## src/rtl/mem_access_stage.sv

```systemverilog
// EX/MEM pipeline register and load/store unit: byte-lane store alignment, load extraction,
// WB register and MEM-stage forwarding. Optional misalignment trap via MEM_MISALIGN_CHECK_EN.
module mem_access_stage #(
  parameter int unsigned DMEM_AW = 32
) (
  input  logic               clk,
  input  logic               rst_n,
  input  logic               ex_valid,
  output logic               ex_ready,
  input  logic [31:0]        ex_alu_result,
  input  logic [31:0]        ex_store_data,
  input  logic [2:0]         ex_funct3,
  input  logic               ex_mem_read,
  input  logic               ex_mem_write,
  input  logic               ex_reg_write,
  input  logic [4:0]         ex_rd_addr,
  output logic [31:0]        mem_fwd_data,
  output logic [4:0]         mem_fwd_rd,
  output logic               mem_fwd_reg_write,
  output logic               dmem_req,
  output logic               dmem_we,
  output logic [DMEM_AW-1:0] dmem_addr,
  output logic [3:0]         dmem_be,
  output logic [31:0]        dmem_wdata,
  input  logic               dmem_gnt,
  input  logic               dmem_rvalid,
  input  logic [31:0]        dmem_rdata,
  output logic               wb_valid,
  output logic               wb_reg_write,
  output logic [4:0]         wb_rd_addr,
  output logic [31:0]        wb_data,
  output logic               misaligned
);

  localparam int unsigned XLEN = 32;

  typedef enum logic [0:0] {IDLE, WAIT_RESP} state_t;

  state_t            r_state;
  state_t            w_state_nxt;
  logic              r_valid_m;
  logic [XLEN-1:0]   r_alu_m;
  logic [XLEN-1:0]   r_sdata_m;
  logic [2:0]        r_funct3_m;
  logic              r_mem_read_m;
  logic              r_mem_write_m;
  logic              r_reg_write_m;
  logic [4:0]        r_rd_m;

  logic              w_is_load;
  logic              w_is_store;
  logic              w_is_byte;
  logic              w_is_half;
  logic [1:0]        w_a;
  logic              w_misal;
  logic              w_done;
  logic [7:0]        w_ld_byte;
  logic [15:0]       w_ld_half;
  logic [XLEN-1:0]   w_ld_ext;

  assign w_a        = r_alu_m[1:0];
  assign w_is_load  = r_valid_m && r_mem_read_m;
  assign w_is_store = r_valid_m && r_mem_write_m && !r_mem_read_m;
  assign w_is_byte  = (r_funct3_m[1:0] == 2'b00);
  assign w_is_half  = (r_funct3_m[1:0] == 2'b01);

`ifdef MEM_MISALIGN_CHECK_EN
  assign w_misal = (w_is_load || w_is_store) &&
                   ((w_is_half && w_a[0]) || (!w_is_byte && !w_is_half && (w_a != 2'b00)));
`else
  assign w_misal = 1'b0;
`endif
  assign misaligned = w_misal;

  // MEM pipeline register
  always_ff @(posedge clk or negedge rst_n) begin
    if (!rst_n) begin
      r_valid_m     <= 1'b0;
      r_alu_m       <= '0;
      r_sdata_m     <= '0;
      r_funct3_m    <= '0;
      r_mem_read_m  <= 1'b0;
      r_mem_write_m <= 1'b0;
      r_reg_write_m <= 1'b0;
      r_rd_m        <= '0;
    end else if (ex_ready) begin
      r_valid_m <= ex_valid;
      if (ex_valid) begin
        r_alu_m       <= ex_alu_result;
        r_sdata_m     <= ex_store_data;
        r_funct3_m    <= ex_funct3;
        r_mem_read_m  <= ex_mem_read;
        r_mem_write_m <= ex_mem_write;
        r_reg_write_m <= ex_reg_write;
        r_rd_m        <= ex_rd_addr;
      end
    end
  end

  always_ff @(posedge clk or negedge rst_n) begin
    if (!rst_n) r_state <= IDLE;
    else        r_state <= w_state_nxt;
  end

  // Request generation, completion and next state
  always_comb begin
    w_state_nxt = r_state;
    dmem_req    = 1'b0;
    w_done      = 1'b0;
    unique case (r_state)
      IDLE: begin
        dmem_req = (w_is_load || w_is_store) && !w_misal;
        if (w_misal)                     w_done = 1'b1;
        else if (w_is_store)             w_done = dmem_gnt;
        else if (w_is_load)              w_done = 1'b0;
        else                             w_done = r_valid_m;
        if (dmem_req && dmem_gnt && w_is_load) w_state_nxt = WAIT_RESP;
      end
      WAIT_RESP: begin
        w_done = dmem_rvalid;
        if (dmem_rvalid) w_state_nxt = IDLE;
      end
      default: w_state_nxt = IDLE;
    endcase
  end

  assign ex_ready  = !r_valid_m || w_done;
  assign dmem_we   = w_is_store;
  assign dmem_addr = {r_alu_m[DMEM_AW-1:2], 2'b00};

  // Store lane alignment; halfword lane picks on a[1] only
  always_comb begin
    dmem_be    = 4'b1111;
    dmem_wdata = r_sdata_m;
    if (w_is_byte) begin
      dmem_be    = 4'b0001 << w_a;
      dmem_wdata = {4{r_sdata_m[7:0]}};
    end else if (w_is_half) begin
      dmem_be    = w_a[1] ? 4'b1100 : 4'b0011;
      dmem_wdata = {2{r_sdata_m[15:0]}};
    end
  end

  // Load extraction and extension
  always_comb begin
    w_ld_byte = dmem_rdata[7:0];
    unique case (w_a)
      2'd0: w_ld_byte = dmem_rdata[7:0];
      2'd1: w_ld_byte = dmem_rdata[15:8];
      2'd2: w_ld_byte = dmem_rdata[23:16];
      2'd3: w_ld_byte = dmem_rdata[31:24];
      default: w_ld_byte = dmem_rdata[7:0];
    endcase
    w_ld_half = w_a[1] ? dmem_rdata[31:16] : dmem_rdata[15:0];
    w_ld_ext  = dmem_rdata;
    if (w_is_byte)
      w_ld_ext = {{24{!r_funct3_m[2] && w_ld_byte[7]}}, w_ld_byte};
    else if (w_is_half)
      w_ld_ext = {{16{!r_funct3_m[2] && w_ld_half[15]}}, w_ld_half};
  end

  // WB register; a trapped access reports its address and never writes rd
  always_ff @(posedge clk or negedge rst_n) begin
    if (!rst_n) begin
      wb_valid     <= 1'b0;
      wb_reg_write <= 1'b0;
      wb_rd_addr   <= '0;
      wb_data      <= '0;
    end else if (w_done) begin
      wb_valid     <= 1'b1;
      wb_rd_addr   <= r_rd_m;
      wb_reg_write <= r_reg_write_m && (r_rd_m != 5'd0) && !w_misal;
      wb_data      <= (w_is_load && !w_misal) ? w_ld_ext : r_alu_m;
    end else begin
      wb_valid     <= 1'b0;
      wb_reg_write <= 1'b0;
    end
  end

  assign mem_fwd_data      = r_alu_m;
  assign mem_fwd_rd        = r_rd_m;
  assign mem_fwd_reg_write = r_valid_m && r_reg_write_m && !r_mem_read_m;

endmodule
```

## config.mk

```make
export PLATFORM = sky130hd
export DESIGN_NAME = mem_access_stage
export DESIGN_NICKNAME = d
export VERILOG_FILES = /design/src/rtl/mem_access_stage.sv
export SDC_FILE = /design/constraint.sdc
export NUM_CORES = 1
export LEC_CHECK = 0
export ABC_AREA = 1
export BUFFER_PORTS_ARGS = -buffer_cell sky130_fd_sc_hd__buf_2
export CORE_MARGIN = 4
export CORE_UTILIZATION = 53
export CTS_CLUSTER_SIZE = 10
export DETAILED_ROUTE_END_ITERATION = 8
export PLACE_DENSITY_LB_ADDON = 0.25
export SETUP_SLACK_MARGIN = 0.3
export SYNTH_ARGS = -nofsm -noshare
export SYNTH_HDL_FRONTEND = slang
export SYNTH_SLANG_ARGS = --single-unit
```

## constraint.sdc

```tcl
create_clock -name clk -period 3.6 [get_ports clk]
set_clock_uncertainty 0.15 [all_clocks]
set_input_delay 0.18 -clock clk [delete_from_list [all_inputs] [get_ports clk]]
set_output_delay 0.18 -clock clk [all_outputs]
set_load 0.01 [all_outputs]
```

==> results.py, run 1 <==
metrics = {
    "global_routing": {
        "grt.overflow.total": 0,
        "grt_max_degree": 80,
        "grt_pass1_wl_mm": 36.5,
        "grt_pass1_vias": 7000,
        "track_usage": 0.324,
        "antenna_found_initial": 1,
    },
    "floorplan": {
        "die_area_sq_mm": 0.0140,
        "initial_core_util": 0.541,
        "coreArea_sq_mm": 0.0120,
        "die_x_um": 118,
        "die_height_um": 118,
        "ioPinCount": 261,
        "num_rows": 40,
    },
    "clock_tree": {
        "cts_root_buffer": "clkbuf_16",
        "post_cts_buffers": 0,
        "clkTransAtPathRegs_ns": 0.06,
        "numCtsBuffers": 17,
        "postCtsResizedCells": 0,
        "clock_tree.buffer_depth": 2,
        "cts_tree": "built",
        "cts_sinks": 116,
        "postCtsHoldBufs": 78,
        "clock_latency_ns": 0.42,
        "ctsHtreeMaxLevel": 4,
    },
    "yosys": {
        "ys_types": 22,
        "synth.avg_cell_area_sq_um": 6.93,
        "ys_seq_area_frac": 0.449,
        "yosysWarnings": 0,
        "synthCells": 934,
        "ys_ff_latch": 116,
        "synth.cell_area_sq_mm": 0.00647,
    },
    "setup_path": {
        "max_stage_delay_ns": 0.88,
        "cpMaxStageDelayCell": "nand4_1",
        "path_cells": "inv_1, nand2_1, a21oi_1, nand4_1, nand2_1, nand2_1, nand2_1",
        "cpMostUsedCell": "nand2_1",
        "r2r-start": "r_funct3_m[1]$_DFFE_PN0P_",
        "path_delay_family": "simple AND/OR/NAND/NOR gates",
        "path_class": "flip-flop to flip-flop",
        "reg2regPathDepth": 7,
        "endpoint": "wb_data[25]$_DFFE_PN0P_",
        "cp_num_buf_inv": 1,
        "crit_required_ns": 3.79,
        "startpoint": "r_funct3_m[1]$_DFFE_PN0P_",
        "start_kind": "flip-flop",
        "critical_path_arrival_ns": 3.25,
        "end_kind": "flip-flop",
        "reg2reg_to": "wb_data[25]$_DFFE_PN0P_",
        "cp_max_fo": 25,
        "r2r_slack_ns": 0.55,
        "cp_num_cells": 7,
    },
    "routing": {
        "vias_per_cell": 5.41,
        "drt_iter0_drc": 845,
        "vias": 7407,
        "wl_mm": 23.3,
        "ant_nets": 0,
        "firstDrtPassIters": 6,
        "drc": 0,
        "wl_per_cell_um": 17.0,
    },
    "sta": {
        "slew_viol_final": 0,
        "hold_viol": 0,
        "slew_headroom": 0.254,
        "max_freq_mhz": 328,
        "fin_tns_setup_ns": 0,
        "finalCritPeriodShare": 0.848,
        "setup_slack_ns": 0.547,
        "rsz0062_at_grt": "false",
        "worstMarginPinSlew_ns": 1.12,
        "setup-violations-final": 0,
        "period_minus_slack_ns": 3.05,
    },
    "power": {
        "combPwrFrac": 0.517,
        "power_mw": 8.79,
        "switching_share": 0.479,
        "seqPwrFrac": 0.289,
        "leakage_nw": 5.11,
        "internal-power_mw": 4.58,
        "vdd_drop_max_v": 0.000503,
        "power.density_mw_per_mm2": 990,
        "p_sw_mw": 4.21,
        "pwr-share-clk": 0.194,
    },
    "placement": {
        "port_buffers": 257,
        "preCtsSetupSlack_ns": 0.743,
        "place_congestion": 0.908,
        "dpl.hpwl_mm": 14.3,
        "placed_area_sq_mm": 0.00750,
    },
    "cells_and_area": {
        "nets": 1318,
        "final_cell_mix": "416 x nand2_1, 256 x buf_2, 116 x dfrtp_1",
        "design_area_sq_mm": 0.00887,
        "drive_gt1_frac": 0.253,
        "final_common_cell": "nand2_1",
        "final_util": 0.742,
        "area_growth_pct": 37.2,
    },
    "status": {
        "status": "finished clean",
    },
    "hold_path": {
        "hold_path_class": "primary input to flip-flop",
        "hold_depth": 7,
        "hp-start": "dmem_rdata[14]",
    },
    "run": {
        "drv_cap": 0,
    },
}
## layout make-up
cell class / instances / area [sq um]
Multi-Input combinational cell: 666 / 2800
Clock buffer: 18 / 439
Tap cell: 147 / 184
Fill cell: 928 / 3090
Antenna cell: 2 / 5.00
Sequential cell: 116 / 2900
Timing Repair Buffer: 347 / 2170
Inverter: 58 / 218
Clock inverter: 14 / 153
## sequential cells by signal, indices dropped and copies added (netlist names)
| name | flops |
|---|---|
| mem_fwd_data | 32 |
| r_mem_read_m | 1 |
| wb_reg_write | 1 |
| wb_data | 32 |
| r_sdata_m | 32 |
| wb_rd_addr | 5 |
| r_state | 1 |
| wb_valid | 1 |
| mem_fwd_rd | 5 |
| r_funct3_m | 3 |
| r_valid_m | 1 |
| r_mem_write_m | 1 |
| r_reg_write_m | 1 |
## per-stage QoR
step           hold WS (ns)  instances
4_1_cts              0.0269       1366
3_5_place_dp          0.252       1256
6_report             0.0222       1368
2_1_floorplan        -0.266        936
3_3_place_gp          0.245       1256
5_1_grt              0.0422       1367
## tightest hold or removal path, delay by kind of cell
kind,cells,cell delay [ns]
and+or+nand+nor,4,0.18
buffers and inverters,2,0.12
AOI/OAI and AO/OA,1,0.07
## worst min-delay path by stage
stage	endpoint
3_5_place_dp	r_state$_DFF_PN0_
6_report	wb_data[14]$_DFFE_PN0P_
2_1_floorplan	mem_fwd_data[0]$_DFFE_PN0P_
4_1_cts	wb_data[11]$_DFFE_PN0P_
5_1_grt	wb_data[0]$_DFFE_PN0P_
3_3_place_gp	r_state$_DFF_PN0_
## per-layer routing
metal / GRT usage / vias to the layer above / routed length [um]
li1: - / 3435 / -
met1: 0.413 / 3380 / 8840
met2: 0.528 / 525 / 11200
met3: 0.0823 / 67 / 2510
met4: 0.135 / 0 / 704
met5: 0 / - / 0
## power groups by stage
| stage | registers, mW | logic (mW) | clock network, mW |
|---|---|---|---|
| floorplan | 2.54 | 2.94 | 0 |
| global route | 2.62 | 5.01 | 1.77 |
| global placement | 2.51 | 4.28 | 0 |
| finish | 2.54 | 4.54 | 1.71 |
| detailed placement | 2.52 | 4.34 | 0 |
| CTS | 2.51 | 4.45 | 1.70 |
## synthesized netlist by cell type (all sizes together)
cell type | n | area, sq um
clkbuf | 25 | 93.8
o21ai | 17 | 85.1
inv | 57 | 214
buf | 71 | 464
nor2 | 45 | 171
o211ai | 8 | 73.8
nand2 | 418 | 1570
nand3 | 107 | 541
nand4 | 1 | 6.26
dfrtp | 116 | 2900
conb | 1 | 3.75
clkinv | 1 | 3.75
nor3 | 1 | 5.00
a21oi | 66 | 334
## logic make-up (layout without fill, tap and decap cells)
group / count (synthesis) / in the layout / share of synthesized area
buf+inv: 154 / 437 / 0.120
compound gates: 91 / 91 / 0.0762
flops: 116 / 116 / 0.449
other cells: 1 / 5 / 0.000580
simple gates: 572 / 572 / 0.355
Power figures use the tool's default switching activity.
==> run 2, diff against run 1 <==
--- a/config.mk
+++ b/config.mk
@@ -8,7 +8,7 @@
 export ABC_AREA = 1
 export BUFFER_PORTS_ARGS = -buffer_cell sky130_fd_sc_hd__buf_2
 export CORE_MARGIN = 4
-export CORE_UTILIZATION = 53
+export CORE_UTILIZATION = 44
 export CTS_CLUSTER_SIZE = 10
 export DETAILED_ROUTE_END_ITERATION = 8
 export PLACE_DENSITY_LB_ADDON = 0.25
==> constraint.sdc (replaced) <==
create_clock -name clk -period 2.5 [get_ports clk]
set_clock_uncertainty 0.15 [all_clocks]
set_input_delay 0.125 -clock clk [delete_from_list [all_inputs] [get_ports clk]]
set_output_delay 0.125 -clock clk [all_outputs]
set_load 0.01 [all_outputs]
==> run 2 against run 1 <==
Compared with the run above:
- critical path depth is 1 lower
- die area is 19% higher
- power is 49% higher
- largest cell class unchanged
==> results.py, run 2 (synthesis results as in run 1) <==
metrics = {
    "placement": {
        "port_buffers": 257,
        "dpl.hpwl_mm": 15.5,
        "place_congestion": 0.968,
    },
    "routing": {
        "wl_mm": 22.7,
        "firstDrtPassIters": 5,
        "ant_nets": 0,
        "vias": 7133,
        "vias_per_cell": 5.02,
        "drc": 0,
        "drt_iter0_drc": 677,
        "wl_per_cell_um": 16.0,
    },
    "status": {
        "status": "finished clean",
    },
    "global_routing": {
        "track_usage": 0.267,
        "grt.overflow.total": 0,
        "grt_pass1_wl_mm": 34.9,
        "grt_pass1_vias": 6689,
        "antenna_found_initial": 0,
        "grt_max_degree": 53,
    },
    "setup_path": {
        "cpMaxStageDelayCell": "dfrtp_1",
        "crit_required_ns": 2.23,
        "cp_num_cells": 6,
        "startpoint": "r_funct3_m[1]$_DFFE_PN0P_",
        "reg2regPathDepth": 7,
        "cp_max_fo": 21,
        "path_cells": "inv_1, nand2_1, buf_4, nand2_1, nand2_1, buf_2",
        "cpMostUsedCell": "nand2_1",
        "max_stage_delay_ns": 0.39,
        "path_delay_family": "buffers and inverters",
        "cp_num_buf_inv": 3,
        "critical_path_arrival_ns": 1.85,
        "end_kind": "primary output",
        "r2r-start": "r_funct3_m[1]$_DFFE_PN0P_",
        "start_kind": "flip-flop",
        "path_class": "flip-flop to primary output",
    },
    "sta": {
        "max_freq_mhz": 471,
        "worstMarginPinSlew_ns": 0.575,
        "period_minus_slack_ns": 2.12,
        "rsz0062_at_grt": "true",
        "hold_viol": 0,
        "slew_headroom": 0.617,
        "fin_tns_setup_ns": 0,
        "slew_viol_final": 0,
        "setup-violations-final": 0,
        "finalCritPeriodShare": 0.849,
    },
    "floorplan": {
        "ioPinCount": 261,
        "num_rows": 44,
        "die_area_sq_mm": 0.0167,
        "die_x_um": 129,
        "initial_core_util": 0.447,
        "coreArea_sq_mm": 0.0145,
        "die_height_um": 129,
    },
    "clock_tree": {
        "clock_latency_ns": 0.41,
        "numCtsBuffers": 17,
        "clock_tree.buffer_depth": 2,
        "clkTransAtPathRegs_ns": 0.05,
        "cts_root_buffer": "clkbuf_16",
        "cts_sinks": 116,
        "cts_tree": "built",
        "ctsHtreeMaxLevel": 4,
        "post_cts_buffers": 0,
    },
    "power": {
        "vdd_drop_max_v": 0.000709,
        "leakage_nw": 5.26,
        "power.density_mw_per_mm2": 1420,
        "power_mw": 13.1,
    },
    "run": {
        "drv_cap": 0,
    },
    "cells_and_area": {
        "area_growth_pct": 42.5,
        "nets": 1336,
        "drive_gt1_frac": 0.257,
        "final_common_cell": "nand2_1",
        "fillers": 1298,
        "antenna_cells": 0,
        "final_cell_mix": "416 x nand2_1, 256 x buf_2, 116 x dfrtp_1",
    },
    "hold_path": {
        "hp-start": "dmem_rdata[5]",
        "hold_path_class": "primary input to flip-flop",
        "hold_depth": 7,
    },
}
==> run 2: per-stage QoR <==
step | setup WS, ns | area (sq um) | utilization | std cells | hold WS [ns]
floorplan | 0.874 | 6480 | - | 936 | -0.321
global placement | 0.572 | 7640 | 0.528 | 1301 | 0.00804
detailed placement | 0.513 | 7640 | 0.528 | 1301 | 0.0129
CTS | 0.350 | 9210 | 0.636 | 1420 | 0.00514
global route | 0.247 | 9220 | 0.637 | 1420 | 0.0450
finish | 0.377 | 9220 | 0.637 | 1420 | 0.0205
==> run 2: timing repair <==
item	in CTS	in global routing
resized for setup	2	6
endpoints found under the hold margin	124	0
endpoints found under the setup margin	3	16
hold buffers	88	0
==> run 2: cell type report <==
type                    count  area, sq um  area share
multi-input cells         666         2810       0.305
clock buffers              22          484      0.0525
flip-flops and latches    116         2900       0.315
well taps                 184          230      0.0250
repair buffers            365         2380       0.258
clock inverters             9          198      0.0214
inverters                  58          218      0.0236
==> run 2: final timing paths <==
path / slack (ns) / to
min: 0.02 / wb_data[5]$_DFFE_PN0P_
min in group asynchronous: 0.10 / wb_data[25]$_DFFE_PN0P_
max: 0.38 / dmem_wdata[15]
min reg2reg: 0.32 / r_sdata_m[14]$_DFFE_PN0P_
max reg2reg: 0.52 / wb_data[4]$_DFFE_PN0P_
max in group asynchronous: 1.26 / mem_fwd_data[14]$_DFFE_PN0P_
==> run 2: report_power, final <==
| part | switching (mW) | internal (mW) | leakage [nW] |
|---|---|---|---|
| logic | 4.20 | 2.44 | 3.49 |
| registers | 0.841 | 2.80 | 1.44 |
| clock network | 0.842 | 1.97 | 0.332 |
| total | 5.89 | 7.21 | 5.26 |
==> run 2: worst reg2reg max path, cell delays in order, from the launching register on <==
cell and delay (ns):
dfrtp_1 0.39, inv_1 0.36, nand3_1 0.53, nand2_1 0.18, nand3_1 0.10, nand3_1 0.10
nand2_1 0.05, nand2_1 0.06
==> run 2: layer usage <==
layer / wire (um) / global-route usage / vias to the layer above
met2: 10800 / 0.421 / 298
met4: 495 / 0.0865 / 0
met5: 0 / 0 / -
met3: 1720 / 0.0627 / 44
met1: 9760 / 0.367 / 3321
li1: - / - / 3470
==> run 3, diff against run 2 <==
--- a/config.mk
+++ b/config.mk
@@ -5,10 +5,10 @@
 export SDC_FILE = /design/constraint.sdc
 export NUM_CORES = 1
 export LEC_CHECK = 0
-export ABC_AREA = 1
+export ABC_AREA = 0
 export BUFFER_PORTS_ARGS = -buffer_cell sky130_fd_sc_hd__buf_2
 export CORE_MARGIN = 4
-export CORE_UTILIZATION = 44
+export CORE_UTILIZATION = 49
 export CTS_CLUSTER_SIZE = 10
 export DETAILED_ROUTE_END_ITERATION = 8
 export PLACE_DENSITY_LB_ADDON = 0.25
==> constraint.sdc (replaced) <==
create_clock -name clk -period 2.2 [get_ports clk]
set_clock_uncertainty 0.15 [all_clocks]
set_input_delay 0.11 -clock clk [delete_from_list [all_inputs] [get_ports clk]]
set_output_delay 0.11 -clock clk [all_outputs]
set_load 0.01 [all_outputs]
==> run 3 against run 2 <==
Compared with the run above:
- non-clock buffer count increased by 40
- critical path type is now flip-flop to flip-flop
- register-to-register slack got worse by 0.26 ns
- cell count decreased by 25%
- global-route usage increased by 2.6 points
- power increased by 22%
- sequential share of layout area decreased by 1.5 points
- highest routed layer unchanged
- core utilization increased by 16 points
- via count decreased by 19%
- critical path depth decreased by 1
- count of clock-buffer cells in the layout unchanged
- combinational power increased by 31%
- synthesized area decreased by 4.4%
==> results.py, run 3 <==
metrics = {
    "global_routing": {
        "grt.overflow.total": 0,
        "grt_max_degree": 77,
        "grt_pass1_vias": 6101,
        "grt_pass1_wl_mm": 32.9,
        "track_usage": 0.293,
        "antenna_found_initial": 0,
    },
    "yosys": {
        "ys_seq_area_frac": 0.469,
        "yosys.cell_count.top_type": "dfrtp_1",
        "synthCells": 538,
        "ys_ff_latch": 116,
        "synth-edff-count": 0,
        "yosys.area.top_type": "dfrtp_1",
        "synth.avg_cell_area_sq_um": 11.5,
        "yosysWarnings": 0,
        "ys_types": 40,
        "async_reset_ff_frac": 1.00,
        "ys.flop_type": "dfrtp_1",
        "synthTopCellsByArea": "dfrtp_1 47%, mux2_4 12%, mux2_2 10%",
        "synth_top_area_share": 0.469,
        "ys_top_cells_by_count": "116 x dfrtp_1, 66 x nand2_1, 55 x mux2_2, 50 x mux2_4, 43 x buf_4",
        "synth.cell_area_sq_mm": 0.00618,
    },
    "floorplan": {
        "initial_core_util": 0.509,
        "num_rows": 40,
        "die_x_um": 120,
        "ioPinCount": 261,
        "die_area_sq_mm": 0.0145,
        "die_height_um": 120,
        "coreArea_sq_mm": 0.0122,
    },
    "setup_path": {
        "end_kind": "flip-flop",
        "r2r-start": "r_mem_write_m$_DFFE_PN0P_",
        "crit_required_ns": 2.35,
        "critical_path_arrival_ns": 2.08,
        "cp_max_fo": 29,
        "r2r_slack_ns": 0.26,
        "reg2reg_to": "mem_fwd_data[20]$_DFFE_PN0P_",
        "start_kind": "flip-flop",
        "reg2regPathDepth": 5,
        "path_class": "flip-flop to flip-flop",
    },
    "clock_tree": {
        "clock_tree.buffer_depth": 2,
        "numCtsBuffers": 17,
        "clkTransAtPathRegs_ns": 0.05,
        "cts_sinks": 116,
        "cts_tree": "built",
        "cts_root_buffer": "clkbuf_16",
        "clock_latency_ns": 0.42,
        "ctsHtreeMaxLevel": 4,
    },
    "cells_and_area": {
        "antenna_cells": 0,
        "area_growth_pct": 56.9,
        "final_common_cell": "buf_2",
        "fillers": 741,
        "final_cell_mix": "247 x buf_2, 113 x dfrtp_1, 109 x dlygate4sd3_1",
        "layoutNonFillerInstCount": 1067,
        "drive_gt1_frac": 0.522,
        "nets": 998,
        "multi_input_area_sq_mm": 0.00296,
        "design_area_sq_mm": 0.00970,
        "seq_area_sq_mm": 0.00291,
    },
    "placement": {
        "preCtsSetupSlack_ns": 0.282,
        "placed_area_sq_mm": 0.00740,
        "dpl.hpwl_mm": 13.1,
        "dp_cells": 908,
        "port_buffers": 257,
        "place_congestion": 0.862,
    },
    "routing": {
        "vias_per_cell": 5.41,
        "wl_mm": 22.0,
        "drt_iter0_drc": 360,
        "wl_per_cell_um": 20.6,
        "firstDrtPassIters": 5,
        "ant_nets": 0,
        "drc": 0,
        "vias": 5776,
    },
    "sta": {
        "hold_viol": 0,
        "setup-violations-final": 0,
        "max_freq_mhz": 517,
        "slew_headroom": 0.519,
        "fin_tns_setup_ns": 0,
        "slew_viol_final": 0,
        "finalCritPeriodShare": 0.880,
        "hold_ws_ns": 0.00467,
        "worstMarginPinSlew_ns": 0.720,
        "setup_slack_ns": 0.264,
        "period_minus_slack_ns": 1.94,
        "rsz0062_at_grt": "true",
    },
    "power": {
        "leakage_nw": 4.80,
        "pwr-share-clk": 0.192,
        "p_sw_mw": 6.21,
        "seqPwrFrac": 0.263,
        "internal-power_mw": 9.78,
        "vdd_drop_max_v": 0.000891,
        "power.density_mw_per_mm2": 1650,
        "combPwrFrac": 0.544,
        "switching_share": 0.388,
    },
    "hold_path": {
        "hold_path_end": "wb_data[9]$_DFFE_PN0P_",
        "hold_depth": 3,
        "hold_path_class": "primary input to flip-flop",
        "hp-start": "dmem_rdata[9]",
    },
    "run": {
        "drv_cap": 0,
    },
    "status": {
        "status": "finished clean",
    },
}
[run 3: cell families after synthesis]
kind of cell	count (synthesis)	share of synthesized area
muxes	125	0.258
DFF	116	0.469
AOI/OAI and AO/OA	70	0.0789
buffers and inverters	83	0.0866
other	1	0.000606
and+or+nand+nor	143	0.107
[run 3: layer usage]
layer | routed length [um] | part of all wire | up-vias | track usage
li1 | - | - | 2573 | -
met1 | 8420 | 0.38 | 2818 | 0.338
met2 | 11000 | 0.50 | 319 | 0.503
met3 | 1830 | 0.083 | 66 | 0.0875
met4 | 790 | 0.036 | 0 | 0.135
met5 | 0 | 0 | - | 0
[run 3: area by class of cell]
type,instances,share of cell area
well taps,168,0.0217
clock buffers,22,0.0499
inverters,5,0.00193
repair buffers,405,0.304
multi-input cells,341,0.305
flip-flops and latches,116,0.300
clock inverters,10,0.0181
[run 3: power by group through the flow]
stage | clock (mW) | combinational, mW | sequential, mW
floorplan | 0 | 4.86 | 4.25
detailed placement | 0 | 7.25 | 4.15
finish | 3.07 | 8.71 | 4.21
global placement | 0 | 7.10 | 4.09
CTS | 3.12 | 8.16 | 4.12
global route | 3.21 | 9.27 | 4.35
[run 3: timing repair]
item                                   in CTS  in global routing
gates resized for setup                    30                 48
pin swaps                                   1                  6
setup endpoints to repair                  39                133
endpoints found under the hold margin     221                  1
hold buffers                              108                  1
setup buffers                              12                  0
cloned                                      2                  4
[run 3: worst max-delay path by stage]
| stage | depth (start not counted) | end | startpoint | slack (ns) |
|---|---|---|---|---|
| after floorplan | 6 | wb_data[20]$_DFFE_PN0P_ | r_funct3_m[0]$_DFFE_PN0P_ | 0.34 |
| after global placement | 5 | r_sdata_m[23]$_DFFE_PN0P_ | r_state$_DFF_PN0_ | 0.34 |
| after detailed placement | 4 | wb_data[28]$_DFFE_PN0P_ | r_state$_DFF_PN0_ | 0.28 |
| after CTS | 5 | dmem_wdata[10] | r_funct3_m[0]$_DFFE_PN0P_ | 0.25 |
| after global routing | 5 | dmem_wdata[10] | r_funct3_m[0]$_DFFE_PN0P_ | 0.21 |
| final | 5 | mem_fwd_data[20]$_DFFE_PN0P_ | r_mem_write_m$_DFFE_PN0P_ | 0.26 |
[run 3: stage by stage]
step / util / total power [mW]
3_3_place_gp: 0.609 / 11.2
4_1_cts: 0.775 / 15.4
5_1_grt: 0.798 / 16.8
2_1_floorplan: - / 9.11
3_5_place_dp: 0.609 / 11.4
6_report: 0.798 / 16.0
[run 3: critical path, stage by stage, from the launching register on]
cell,delay [ns]
dfrtp_1,0.40
nor2b_4,0.15
o311ai_4,0.35
nand2_4,0.19
buf_12,0.23
mux2_4,0.33
